File: src/rtl/hazard_ctrl_pkg.sv
// Shared types for the pipeline hazard controller: mul/div FSM encoding,
// stall polarity constants and the ID/EX/MEM request bundle.
package hazard_ctrl_pkg;

  typedef enum logic {
    MD_IDLE = 1'b0,
    MD_BUSY = 1'b1
  } md_state_e;

  localparam logic STALL    = 1'b1;
  localparam logic NO_STALL = 1'b0;

  typedef struct packed {
    logic [4:0] rs_ID;
    logic [4:0] rt_ID;
    logic [4:0] WriteReg_EX;
    logic [4:0] WriteReg_MEM;
    logic       regWr_EX;
    logic       memToReg_EX;
    logic       memToReg_MEM;
    logic       branch_ID;
    logic       md_start_ID;
    logic       md_is_div_ID;
    logic       mfhilo_ID;
  } hz_req_t;

  // $zero never creates a dependency
  function automatic logic src_match(input logic [4:0] d, input logic [4:0] rs,
                                     input logic [4:0] rt);
    return (d != 5'd0) && ((d == rs) || (d == rt));
  endfunction

endpackage

File: src/rtl/hazard_ctrl_if.sv
// Hazard controller bus: pipeline register fields in, stall/flush and
// mul/div sequencing out.
interface hazard_ctrl_if #(
  parameter int PERF_W = 32
);
  import hazard_ctrl_pkg::*;

  hz_req_t             req;
  logic                stallF;
  logic                stallD;
  logic                flushE;
  logic                md_start;
  logic                md_busy;
  logic                md_done;
  logic [PERF_W-1:0]   stall_cnt;

  modport master (
    output req,
    input  stallF, stallD, flushE, md_start, md_busy, md_done, stall_cnt
  );

  modport slave (
    input  req,
    output stallF, stallD, flushE, md_start, md_busy, md_done, stall_cnt
  );

endinterface

File: src/rtl/hazard_ctrl_md_seq.sv
// Mul/div sequencer: gates the launch pulse, then counts the unit's latency
// down and pulses md_done in the cycle HI/LO is written.
module md_seq
  import hazard_ctrl_pkg::*;
#(
  parameter int MUL_CYCLES = 4,
  parameter int DIV_CYCLES = 32,
  parameter int CNT_W      = 6
) (
  input  logic clk,
  input  logic rst,
  input  logic md_start_ID,
  input  logic md_is_div_ID,
  input  logic lwstall,
  input  logic brstall,
  output logic md_start,
  output logic md_busy,
  output logic md_done
);

  md_state_e        state_q, state_d;
  logic [CNT_W-1:0] cnt_q, cnt_d;

  always_ff @(posedge clk) begin
    if (rst) begin
      state_q <= MD_IDLE;
      cnt_q   <= '0;
    end else begin
      state_q <= state_d;
      cnt_q   <= cnt_d;
    end
  end

  // rst gates every output so an in-flight op is dropped without a done pulse
  always_comb begin
    state_d  = state_q;
    cnt_d    = cnt_q;
    md_start = 1'b0;
    md_busy  = 1'b0;
    md_done  = 1'b0;
    case (state_q)
      MD_IDLE: begin
        if (md_start_ID && !lwstall && !brstall && !rst) begin
          md_start = 1'b1;
          state_d  = MD_BUSY;
          cnt_d    = md_is_div_ID ? CNT_W'(DIV_CYCLES - 1) : CNT_W'(MUL_CYCLES - 1);
        end
      end
      MD_BUSY: begin
        md_busy = !rst;
        if (cnt_q == '0) begin
          md_done = !rst;
          state_d = MD_IDLE;
        end else begin
          cnt_d = cnt_q - CNT_W'(1);
        end
      end
      default: state_d = MD_IDLE;
    endcase
  end

endmodule

File: src/rtl/hazard_ctrl.sv
// Hazard controller: load-use, branch-in-ID and HI/LO stalls for the 5-stage
// core, mul/div sequencing, and a saturating stalled-cycle counter.
module hazard_ctrl
  import hazard_ctrl_pkg::*;
#(
  parameter int MUL_CYCLES = 4,
  parameter int DIV_CYCLES = 32,
  parameter int CNT_W      = 6,
  parameter int PERF_W     = 32
) (
  input  logic          clk,
  input  logic          rst,
  hazard_ctrl_if.slave  hz
);

  hz_req_t           req;
  logic              lwstall, brstall, mdstall, stall;
  logic              md_start, md_busy, md_done;
  logic [PERF_W-1:0] perf_q;

  assign req = hz.req;

  assign lwstall = req.memToReg_EX & req.regWr_EX &
                   src_match(req.WriteReg_EX, req.rs_ID, req.rt_ID);

  // branch compares in ID: EX results and MEM loads are not forwardable yet
  assign brstall = req.branch_ID &
                   ((req.regWr_EX & src_match(req.WriteReg_EX, req.rs_ID, req.rt_ID)) |
                    (req.memToReg_MEM & src_match(req.WriteReg_MEM, req.rs_ID, req.rt_ID)));

  assign mdstall = md_busy & (req.mfhilo_ID | req.md_start_ID);

  assign stall = (rst == 1'b1) ? NO_STALL : ((lwstall | brstall | mdstall) ? STALL : NO_STALL);

  md_seq #(
    .MUL_CYCLES (MUL_CYCLES),
    .DIV_CYCLES (DIV_CYCLES),
    .CNT_W      (CNT_W)
  ) u_md_seq (
    .clk          (clk),
    .rst          (rst),
    .md_start_ID  (req.md_start_ID),
    .md_is_div_ID (req.md_is_div_ID),
    .lwstall      (lwstall),
    .brstall      (brstall),
    .md_start     (md_start),
    .md_busy      (md_busy),
    .md_done      (md_done)
  );

  always_ff @(posedge clk) begin
    if (rst)                           perf_q <= '0;
    else if (stall && (perf_q != '1))  perf_q <= perf_q + PERF_W'(1);
  end

  assign hz.stallF    = stall;
  assign hz.stallD    = stall;
  assign hz.flushE    = stall;
  assign hz.md_start  = md_start;
  assign hz.md_busy   = md_busy;
  assign hz.md_done   = md_done;
  assign hz.stall_cnt = rst ? '0 : perf_q;

endmodule

File: src/flat_wrapper.sv
// flat-port wrapper written by rule: the top's interface ports become plain ports
module hazard_ctrl_flat import hazard_ctrl_pkg::*;
#(
  parameter int MUL_CYCLES = 4,
  parameter int DIV_CYCLES = 32,
  parameter int CNT_W      = 6,
  parameter int PERF_W     = 32
)
  (clk, rst, hz_req, hz_stallF, hz_stallD, hz_flushE, hz_md_start, hz_md_busy, hz_md_done, hz_stall_cnt);
  hazard_ctrl_if #(.PERF_W(PERF_W)) hz_i ();
  input  logic clk;
  input  logic rst;
  input wire logic [$bits(hz_i.req)-1:0] hz_req;
  output wire logic [$bits(hz_i.stallF)-1:0] hz_stallF;
  output wire logic [$bits(hz_i.stallD)-1:0] hz_stallD;
  output wire logic [$bits(hz_i.flushE)-1:0] hz_flushE;
  output wire logic [$bits(hz_i.md_start)-1:0] hz_md_start;
  output wire logic [$bits(hz_i.md_busy)-1:0] hz_md_busy;
  output wire logic [$bits(hz_i.md_done)-1:0] hz_md_done;
  output wire logic [$bits(hz_i.stall_cnt)-1:0] hz_stall_cnt;
  assign hz_i.req = hz_req;
  assign hz_stallF = hz_i.stallF;
  assign hz_stallD = hz_i.stallD;
  assign hz_flushE = hz_i.flushE;
  assign hz_md_start = hz_i.md_start;
  assign hz_md_busy = hz_i.md_busy;
  assign hz_md_done = hz_i.md_done;
  assign hz_stall_cnt = hz_i.stall_cnt;
  hazard_ctrl #(.MUL_CYCLES(MUL_CYCLES), .DIV_CYCLES(DIV_CYCLES), .CNT_W(CNT_W), .PERF_W(PERF_W)) u_core (.clk(clk), .rst(rst), .hz(hz_i));
endmodule
File: config.mk
export PLATFORM = sky130hd
export DESIGN_NAME = hazard_ctrl_flat
export DESIGN_NICKNAME = d
export VERILOG_FILES = /design/src/rtl/hazard_ctrl_pkg.sv /design/src/rtl/hazard_ctrl_if.sv /design/src/rtl/hazard_ctrl_md_seq.sv /design/src/rtl/hazard_ctrl.sv /design/src/flat_wrapper.sv
export SDC_FILE = /design/constraint.sdc
export NUM_CORES = 1
export LEC_CHECK = 0
export ABC_AREA = 1
export BUFFER_PORTS_ARGS = -buffer_cell sky130_fd_sc_hd__buf_2
export CORE_MARGIN = 4
export CORE_UTILIZATION = 60
export CTS_CLUSTER_DIAMETER = 100
export CTS_CLUSTER_SIZE = 30
export DETAILED_ROUTE_END_ITERATION = 8
export GPL_ROUTABILITY_DRIVEN = 0
export HOLD_SLACK_MARGIN = 0.1
export PLACE_DENSITY = 0.87
export SLEW_MARGIN = 15
export SYNTH_ARGS = -nofsm -noshare
export SYNTH_HDL_FRONTEND = slang
export SYNTH_HIERARCHICAL = 1
export SYNTH_SLANG_ARGS = --single-unit
File: constraint.sdc
create_clock -name clk -period 3.38 [get_ports clk]
set_input_delay 0.507 -clock clk [delete_from_list [all_inputs] [get_ports clk]]
set_output_delay 0.507 -clock clk [all_outputs]
set_load 0.01 [all_outputs]
==> flow_summary.ini <==
[power]
p_leak_nw = 2.05
vdd.ir_drop.worst_v = 0.000200
p_per_area_nw_per_um2 = 323
p_total_mw = 1.15

[drt]
drtPass1Iterations = 5
drt_iter0_drc = 200
routed-via-count = 3407
wire_per_inst_um = 10.8
via_per_inst = 4.97
drcViolationCount = 0
antenna_left = 0
wirelength_mm = 7.38

[die]
rows = 25
io_pins = 67
die-width_um = 79.7
dieArea_sq_um = 6360
core_sq_um = 4850
initial_core_util_pct = 63.7
die_h_um = 79.7

[setup_path]
rr_endpoint = u_core/perf_q[29]$_SDFFE_PP0P_
slowest_delay_ns = 0.46
path_class = reg2reg
r2r_setup_slack_ns = 0.94
endpoint_kind = flop
r2r_start = u_core/perf_q[1]$_SDFFE_PP0P_
critPathBufInv = 2
cp.arrival_ns = 2.63
r2r_cells = 12
cp_top_family = simple AND/OR/NAND/NOR gates
start_kind = flop
cp_slowest_cell = nand4_2
crit_chain = ha_1 > nand2_1 > inv_2 > nand2_2 > nor2_4 > nand3_2 > nor2_4 > nand4_2 > nand3_4 > inv_2 > nand2_1 > nand2_1
cp_max_fo = 20
crit_top_cell = nand2_1
critPathRequiredTime_ns = 3.57

[cts]
cts_buffers = 5
cts_hold_buf = 0
clockBufferDepth = 2
clockRootBuffer = clkbuf_8
h-tree-depth = 2
clkTransAtPathRegs_ns = 0.08
insertion_delay_ns = 0.30
cts.sinks = 39
postCtsSetupBuffers = 0
cts_tree = built
cts_resized = 0

[worst_hold_path]
hold_path_class = reg2reg
holdCritStartpoint = u_core/u_md_seq/cnt_q[1]$_SDFFE_PP0P_
hold_depth = 2
min_to = u_core/u_md_seq/cnt_q[1]$_SDFFE_PP0P_

[synth]
synth.net_count = 588
ys_ff_latch = 39
syn_area_per_cell_sq_um = 5.55
synth_edf_count = 0
yosys.cell_types.count = 30
ys_warn_count = 6
synth-seq-area-share_pct = 25.3
synth_area_sq_um = 3090
syn_inst = 556
synth-main-ff-cell = dfxtp_1
async_flop_share_pct = 0

[final_layout]
drive_above_1_share_pct = 16.0
mostFrequentLayoutCells = 187 x nand2_1, 104 x inv_1, 90 x nor2_1
mostFrequentLayoutCell = nand2_1
multi_input_comb_area_sq_um = 1820
seq_area_sq_um = 781
nNetsFinal = 649
fill_cells = 421
syn_to_final_growth_pct = 15.6
insertedDiodeCount = 0

[timing]
slew_viol_final = 0
fin_skew_ns = 0.00930
fin_setup_tns_ns = 0
setup_viol = 0
hold_violations = 0
finalCritPeriodShare_pct = 72.2
max_freq_mhz = 410
relSlewSlack_pct = 61.9
tightestPinTransition_ns = 0.567
min_period_ns = 2.44
rsz0062_at_grt = no

[place]
post-dp-hpwl_mm = 5.56
port_buffers = 66

[global_routing]
overflow = 0
grt_max_degree = 51
grt_pass1_vias = 3062
grt.total_usage_pct = 24.6
antenna_found_initial = 0
grt_first_pass_wirelength_mm = 12.8

[status]
status = completed

[job]
drv_cap = 0
## stage by stage
stage | hold WS [ns] | cell area, sq um | util, % | cells | setup WS (ns)
CTS | 0.532 | 3570 | 73.6 | 685 | 0.942
detailed placement | 0.520 | 3430 | 70.8 | 677 | 0.987
global placement | 0.503 | 3430 | 70.8 | 677 | 1.09
floorplan | 0.482 | 3090 | - | 556 | 1.34
global route | 0.546 | 3570 | 73.6 | 685 | 0.698
finish | 0.535 | 3570 | 73.6 | 685 | 0.939
## power by group
| group | switching (mW) | internal (mW) | total [mW] |
|---|---|---|---|
| Clock | 0.177 | 0.295 | 0.473 |
| Combinational | 0.126 | 0.0705 | 0.197 |
| Sequential | 0.0128 | 0.471 | 0.484 |
## worst max-delay path by stage
stage	from	end	slack (ns)	cells after the start
after floorplan	hz_req[14]	hz_stallD	1.34	11
after global placement	hz_req[13]	u_core/perf_q[15]$_SDFFE_PP0P_	1.09	15
after detailed placement	u_core/perf_q[1]$_SDFFE_PP0P_	u_core/perf_q[29]$_SDFFE_PP0P_	0.99	12
after CTS	u_core/perf_q[1]$_SDFFE_PP0P_	u_core/perf_q[29]$_SDFFE_PP0P_	0.94	12
after global routing	u_core/perf_q[1]$_SDFFE_PP0P_	u_core/perf_q[29]$_SDFFE_PP0P_	0.70	12
final	u_core/perf_q[1]$_SDFFE_PP0P_	u_core/perf_q[29]$_SDFFE_PP0P_	0.94	12
## synth_stat cells, types with 2 or more instances
cell      instances  area [sq um]
nand2_1         187           702
inv_1           104           390
nor2_1           90           338
dfxtp_1          39           781
nand3_1          39           195
nor3_1           11          55.1
a21oi_1          10          50.1
nand4_1           9          56.3
xor2_1            9          78.8
o21ai_0           7          35.0
buf_2             5          25.0
clkbuf_1          5          18.8
nor2_2            5          31.3
xnor2_1           5          43.8
inv_2             4          15.0
ha_1              3          37.5
nand2_2           3          18.8
nor2_4            3          33.8
a21oi_2           2          17.5
buf_4             2          15.0
buf_6             2          22.5
nand2_4           2          22.5
nand3_2           2          20.0
nor4_1            2          12.5
## routing by layer
layer / GRT usage [%] / part of all wire (%) / up-vias
li1: - / - / 1778
met1: 30.7 / 44 / 1489
met2: 41.5 / 46 / 119
met3: 3.95 / 6.5 / 21
met4: 10.8 / 2.6 / 0
met5: 0 / 0 / -
## cells by family after synthesis
logic type               after synthesis  synth area share, %
buffers and inverters                123                 15.9
flip-flops                            39                 25.3
AND/OR/NAND/NOR                      358                 50.3
adder cells (fa/ha/maj)                3                 1.22
AO/OA/AOI/OAI                         19                 3.32
XOR/XNOR                              14                 3.97
## worst reg2reg max path: stages (launching register included)
cell and delay, ns:
dfxtp_1 0.36, ha_1 0.20, nand2_1 0.11, inv_2 0.07, nand2_2 0.07, nor2_4 0.14
nand3_2 0.10, nor2_4 0.16, nand4_2 0.46, nand3_4 0.42, inv_2 0.13, nand2_1 0.08
nand2_1 0.05
## state kept, by name, summed over array words and instances (netlist names)
name	count
u_core/u_md_seq/state_q	1
u_core/perf_q	32
u_core/u_md_seq/cnt_q	6
## final cells by class
type	instances	area share [%]
clock buffer	6	2.03
multi-input combinational	394	50.9
inverter	109	11.5
tap	67	2.35
timing repair buffer	68	9.68
sequential	39	21.9
clock inverter	2	1.68
No activity file was read; power rests on OpenSTA's default activity.
